## src/rtl/seven_seg_scanner.sv

```systemverilog
// Multiplexed common-anode 7-segment scanner with shadowed display data,
// leading-zero suppression, per-digit blanking and PWM brightness.
module seven_seg_scanner #(
   parameter int unsigned NUM_DIGITS = 8,
   parameter int unsigned SCAN_DIV   = 25000,
   parameter int unsigned BRIGHT_W   = 4
) (
   input  logic                    clk_in,
   input  logic                    rst_in,
   input  logic [4*NUM_DIGITS-1:0] val_in,
   input  logic [NUM_DIGITS-1:0]   dp_in,
   input  logic [NUM_DIGITS-1:0]   blank_in,
   input  logic                    lz_en_in,
   input  logic [BRIGHT_W-1:0]     brightness_in,
   input  logic                    load_in,
   output logic [6:0]              cat_out,
   output logic                    dp_out,
   output logic [NUM_DIGITS-1:0]   an_out,
   output logic                    frame_done_out
);

   localparam int unsigned TICK_W = (SCAN_DIV > 1) ? $clog2(SCAN_DIV) : 1;
   localparam int unsigned IDX_W  = (NUM_DIGITS > 1) ? $clog2(NUM_DIGITS) : 1;
   localparam logic [TICK_W-1:0] TickLast = TICK_W'(SCAN_DIV - 1);
   localparam logic [IDX_W-1:0]  IdxLast  = IDX_W'(NUM_DIGITS - 1);

   logic [TICK_W-1:0]       tick_q;
   logic [IDX_W-1:0]        idx_q;

   logic [4*NUM_DIGITS-1:0] act_val_q,   pend_val_q;
   logic [NUM_DIGITS-1:0]   act_dp_q,    pend_dp_q;
   logic [NUM_DIGITS-1:0]   act_blank_q, pend_blank_q;
   logic                    act_lz_q,    pend_lz_q;
   logic [BRIGHT_W-1:0]     act_bright_q, pend_bright_q;
   logic                    pend_vld_q;

   logic                    slot_end, boundary;
   logic [NUM_DIGITS-1:0]   upper_zero;
   logic [3:0]              cur_nib;
   logic                    lzs, pwm_on, lit;
   logic [NUM_DIGITS-1:0]   an_d;
   logic [6:0]              cat_d;
   logic                    dp_d;

   function automatic logic [6:0] glyph(input logic [3:0] nib);
      unique case (nib)
         4'h0: glyph = 7'h3F;
         4'h1: glyph = 7'h06;
         4'h2: glyph = 7'h5B;
         4'h3: glyph = 7'h4F;
         4'h4: glyph = 7'h66;
         4'h5: glyph = 7'h6D;
         4'h6: glyph = 7'h7D;
         4'h7: glyph = 7'h07;
         4'h8: glyph = 7'h7F;
         4'h9: glyph = 7'h6F;
         4'hA: glyph = 7'h77;
         4'hB: glyph = 7'h7C;
         4'hC: glyph = 7'h39;
         4'hD: glyph = 7'h5E;
         4'hE: glyph = 7'h79;
         4'hF: glyph = 7'h71;
      endcase
   endfunction

   assign slot_end = (tick_q == TickLast);
   assign boundary = slot_end && (idx_q == IdxLast);

   // upper_zero[k]: active nibbles k..NUM_DIGITS-1 are all zero
   always_comb begin
      logic run;
      run        = 1'b1;
      upper_zero = '0;
      for (int k = NUM_DIGITS - 1; k >= 0; k--) begin
         run           = run && (act_val_q[4*k +: 4] == 4'h0);
         upper_zero[k] = run;
      end
   end

   always_comb begin
      cur_nib = act_val_q[4*idx_q +: 4];
      lzs     = act_lz_q && (idx_q != '0) && upper_zero[idx_q];
      pwm_on  = (&act_bright_q) || (tick_q[BRIGHT_W-1:0] < act_bright_q);
      lit     = !act_blank_q[idx_q] && !lzs && pwm_on;
      an_d    = '1;
      cat_d   = 7'h7F;
      dp_d    = 1'b1;
      if (lit) begin
         an_d[idx_q] = 1'b0;
         cat_d       = ~glyph(cur_nib);
         dp_d        = ~act_dp_q[idx_q];
      end
   end

   always_ff @(posedge clk_in) begin
      if (!rst_in) begin
         tick_q         <= '0;
         idx_q          <= '0;
         act_val_q      <= '0;
         act_dp_q       <= '0;
         act_blank_q    <= '0;
         act_lz_q       <= 1'b0;
         act_bright_q   <= '1;
         pend_val_q     <= '0;
         pend_dp_q      <= '0;
         pend_blank_q   <= '0;
         pend_lz_q      <= 1'b0;
         pend_bright_q  <= '0;
         pend_vld_q     <= 1'b0;
         an_out         <= '1;
         cat_out        <= 7'h7F;
         dp_out         <= 1'b1;
         frame_done_out <= 1'b0;
      end else begin
         if (slot_end) begin
            tick_q <= '0;
            idx_q  <= boundary ? '0 : idx_q + 1'b1;
         end else begin
            tick_q <= tick_q + 1'b1;
         end

         if (boundary && pend_vld_q) begin
            act_val_q    <= pend_val_q;
            act_dp_q     <= pend_dp_q;
            act_blank_q  <= pend_blank_q;
            act_lz_q     <= pend_lz_q;
            act_bright_q <= pend_bright_q;
            pend_vld_q   <= 1'b0;
         end

         // A load on the boundary overrides the flag clear above; its data waits a frame
         if (load_in) begin
            pend_val_q    <= val_in;
            pend_dp_q     <= dp_in;
            pend_blank_q  <= blank_in;
            pend_lz_q     <= lz_en_in;
            pend_bright_q <= brightness_in;
            pend_vld_q    <= 1'b1;
         end

         an_out         <= an_d;
         cat_out        <= cat_d;
         dp_out         <= dp_d;
         frame_done_out <= boundary;
      end
   end

endmodule
```

## config.mk

```make
export PLATFORM = sky130hd
export DESIGN_NAME = seven_seg_scanner
export DESIGN_NICKNAME = d
export VERILOG_FILES = /design/src/rtl/seven_seg_scanner.sv
export SDC_FILE = /design/constraint.sdc
export NUM_CORES = 1
export LEC_CHECK = 0
export CAP_MARGIN = 40
export CELL_PAD_IN_SITES_DETAIL_PLACEMENT = 0
export CELL_PAD_IN_SITES_GLOBAL_PLACEMENT = 1
export CORE_UTILIZATION = 45
export CTS_BUF_LIST = sky130_fd_sc_hd__clkbuf_2 sky130_fd_sc_hd__clkbuf_4 sky130_fd_sc_hd__clkbuf_8
export CTS_CLUSTER_SIZE = 8
export DETAILED_ROUTE_END_ITERATION = 12
export GPL_TIMING_DRIVEN = 0
export HOLD_SLACK_MARGIN = 0.12
export PLACE_DENSITY = 0.87
export REMOVE_ABC_BUFFERS = 1
export SYNTH_ARGS = -nofsm -noshare
export SYNTH_HDL_FRONTEND = slang
export SYNTH_SLANG_ARGS = --single-unit
```

## constraint.sdc

```tcl
create_clock -name clk_in -period 3.1 [get_ports clk_in]
set_clock_uncertainty 0.05 [all_clocks]
set_input_delay 0.31 -clock clk_in [delete_from_list [all_inputs] [get_ports clk_in]]
set_output_delay 0.31 -clock clk_in [all_outputs]
set_load 0.05 [all_outputs]
```

==> impl_metrics.py <==
metrics = {
    "worst_setup_path": {
        "cp-end-kind": "flop",
        "cp-start-kind": "flop",
        "critical_path_class": "flop to flop",
        "reg2reg_depth": 6,
        "r2r_start": "idx_q[1]",
        "crit_start": "idx_q[1]",
        "arrival_ps": 3110,
        "critPathRequiredTime_ps": 3300,
        "rrSetupSlack_ps": 190,
        "worstPathMaxFanout": 19,
    },
    "min_path": {
        "hold_class": "primary input to flop",
        "hold_path_depth": 2,
        "min_from": "load_in",
    },
    "layout": {
        "register_area_um2": 2840,
        "diodes": 0,
        "fill_cells": 1227,
        "stdcell_count": 888,
        "area_growth_pct": 19.7,
        "layout_common_cells": "142 x dfxtp_1, 124 x nand2_1, 70 x clkdlybuf4s50_1",
        "drive_above_1_share_pct": 8.15,
        "nets": 769,
        "multi_input_area_um2": 3040,
        "final_common_cell": "dfxtp_1",
    },
    "global_route": {
        "grt_first_pass_wirelength_um": 20800,
        "use_met2_pct": 31.1,
        "grt_usage_pct": 18.4,
        "grt_max_degree": 116,
        "grt_pass1_vias": 4493,
        "use_met1_pct": 22.3,
        "grt_overflow": 0,
        "top_usage_layer": "met2",
        "use_met3_pct": 5.41,
        "antenna_found_initial": 0,
    },
    "cts": {
        "tritoncts_num_sinks": 142,
        "post_cts_buffers": 0,
        "cts_root_buf": "clkbuf_8",
        "numCtsBuffers": 17,
        "ctsHoldBuffers": 0,
        "cts_buffer_depth": 2,
        "clk_latency_ps": 440,
        "clk_pin_slew_ps": 70,
        "cts_tree": "yes",
        "h-tree-depth": 4,
    },
    "drt": {
        "initialDrtViolationCount": 259,
        "drtPass1Iterations": 4,
        "wl_um": 12400,
        "ant_nets": 0,
        "wire_per_inst_um": 14.0,
        "drcViolationCount": 0,
        "vias_per_cell": 5.08,
        "num_vias": 4509,
    },
    "sta": {
        "min_period_ps": 2910,
        "setup_violations": 0,
        "fmax_mhz": 344,
        "fin_ws_ps": 189,
        "hold_viol": 0,
        "whs_ps": 282,
        "final_min_period_over_clock_period_pct": 93.9,
        "drv_slew": 0,
        "relSlewSlack_pct": 40.4,
        "worst_pin_slew_ps": 894,
        "rsz0062_at_grt": "no",
    },
    "pwr": {
        "ir_worst_vdd_uv": 300,
        "total_leakage_power_nw": 2.89,
        "power.density_nw_per_um2": 483,
        "p_total_mw": 3.56,
    },
    "run_status": {
        "outcome": "finished, final reports clean",
    },
    "placed_design": {
        "pre_cts_ws_ps": 217,
        "port-buffer-count": 72,
        "numPlacedInstances": 857,
        "place.gp.congestion": 0.884,
        "dp_hpwl_um": 8640,
    },
    "floorplan": {
        "fp-row-count": 42,
        "die_w_um": 119,
        "initial_core_util_pct": 46.3,
        "die-area_um2": 14100,
        "core_um2": 13300,
        "die_height_um": 119,
        "io_pins": 73,
    },
    "synth": {
        "synthArstFlopShare_pct": 0,
        "synthCells": 644,
        "netlist_area_um2": 6150,
        "synth_edf_count": 0,
        "synth.distinct_cells": 54,
        "synth_seq_cells": 142,
        "synth_top_area_share_pct": 46.2,
        "yosysSeqAreaShare_pct": 46.2,
        "synthTopCellsByArea": "dfxtp_1 46%, mux2i_1 9.9%, nand2_1 7.6%, nor2b_1 6.0%, a21boi_1 6.0%",
        "ys.flop_type": "dfxtp_1",
        "synth_top_area_cell": "dfxtp_1",
        "synth_area_per_cell_um2": 9.55,
        "yosys_warnings": 0,
    },
    "job": {
        "drv_cap": 0,
    },
}
[critical path, cell delays in order (launching register included)]
cell      delay, ps
dfxtp_1         570
buf_8           230
clkinv_1        370
a221oi_1        390
o221ai_2        170
a211oi_4        610
o221ai_1        330
[final timing paths]
| kind | to |
|---|---|
| setup / recovery | cat_out[1] |
| hold / removal | pend_vld_q |
| setup reg to reg | cat_out[1] |
| hold reg to reg | act_dp_q[2] |
[layer usage]
metal  vias up  share of wire (%)
met2        89                 48
met5         -                  0
met4         0               0.96
met3        10                4.2
met1      2109                 47
li1       2301                  -
[synth_stat cells (2+ instances only)]
master,instances
mux2_1,3
inv_1,10
inv_2,2
nor2_2,2
a21o_1,3
o221ai_1,8
nand4_1,3
a22oi_1,3
a21oi_1,3
nand3_1,16
o21ai_0,3
a21boi_1,49
buf_6,9
a32oi_1,2
and3_1,5
xnor2_1,5
mux2i_1,61
and2_1,5
nor3_1,3
buf_2,9
or3_1,2
nand2b_1,3
clkbuf_1,20
buf_4,2
o21a_1,2
ha_1,13
nand2_1,125
nor4_1,8
xor2_1,9
nor3b_1,2
o211ai_1,6
nor2b_1,59
a2bb2oi_1,2
o221ai_2,2
o22ai_1,2
dfxtp_1,142
mux4_2,2
mux2_2,4
nor2_1,18
a21boi_0,3
[cell families (layout without fill, tap and decap cells)]
kind of cell             after synthesis  after routing  share of synthesized area [%]
XOR/XNOR                              14             14                           1.99
AND/OR/NAND/NOR                      257            257                           20.4
buffers and inverters                 53            121                           4.64
flip-flops                           142            142                           46.2
multiplexers                          70             70                           11.9
adder cells (fa/ha/maj)               13             13                           2.64
AO/OA/AOI/OAI                         95             95                           12.2
[cell type report]
| type | count | share of cell area [%] |
|---|---|---|
| clock inverter | 6 | 0.782 |
| inverter | 13 | 0.663 |
| sequential | 142 | 38.6 |
| tap | 176 | 2.99 |
| clock buffer | 25 | 4.42 |
| multi-input combinational | 449 | 41.2 |
| timing repair buffer | 77 | 11.3 |
[per-stage QoR]
step | TNS (ps) | utilization [%] | area [um2]
global route | 0 | 55.4 | 7360
CTS | 0 | 55.3 | 7360
finish | 0 | 55.4 | 7360
floorplan | 0 | - | 5920
detailed placement | 0 | 52.5 | 6970
global placement | -102640 | 51.6 | 6860
[power breakdown]
group | switching, mW | internal, mW | leakage (nW)
registers | 0.0277 | 1.87 | 1.16
logic | 0.0992 | 0.140 | 1.53
clock network | 0.659 | 0.758 | 0.202
[sequential cells by signal (all words and copies together), names as in the netlist, 7 cells and up]
signal and count:
pend_val_q 32, act_blank_q 8, tick_q 15, an_out 8, pend_dp_q 8, act_val_q 32
cat_out 7, pend_blank_q 8, act_dp_q 8
[what timing repair did]
action	4_1_cts	5_1_grt
resized for setup	0	1
endpoints found under the hold margin	0	0
setup endpoints to repair	0	2
No activity file was read; power rests on OpenSTA's default activity.
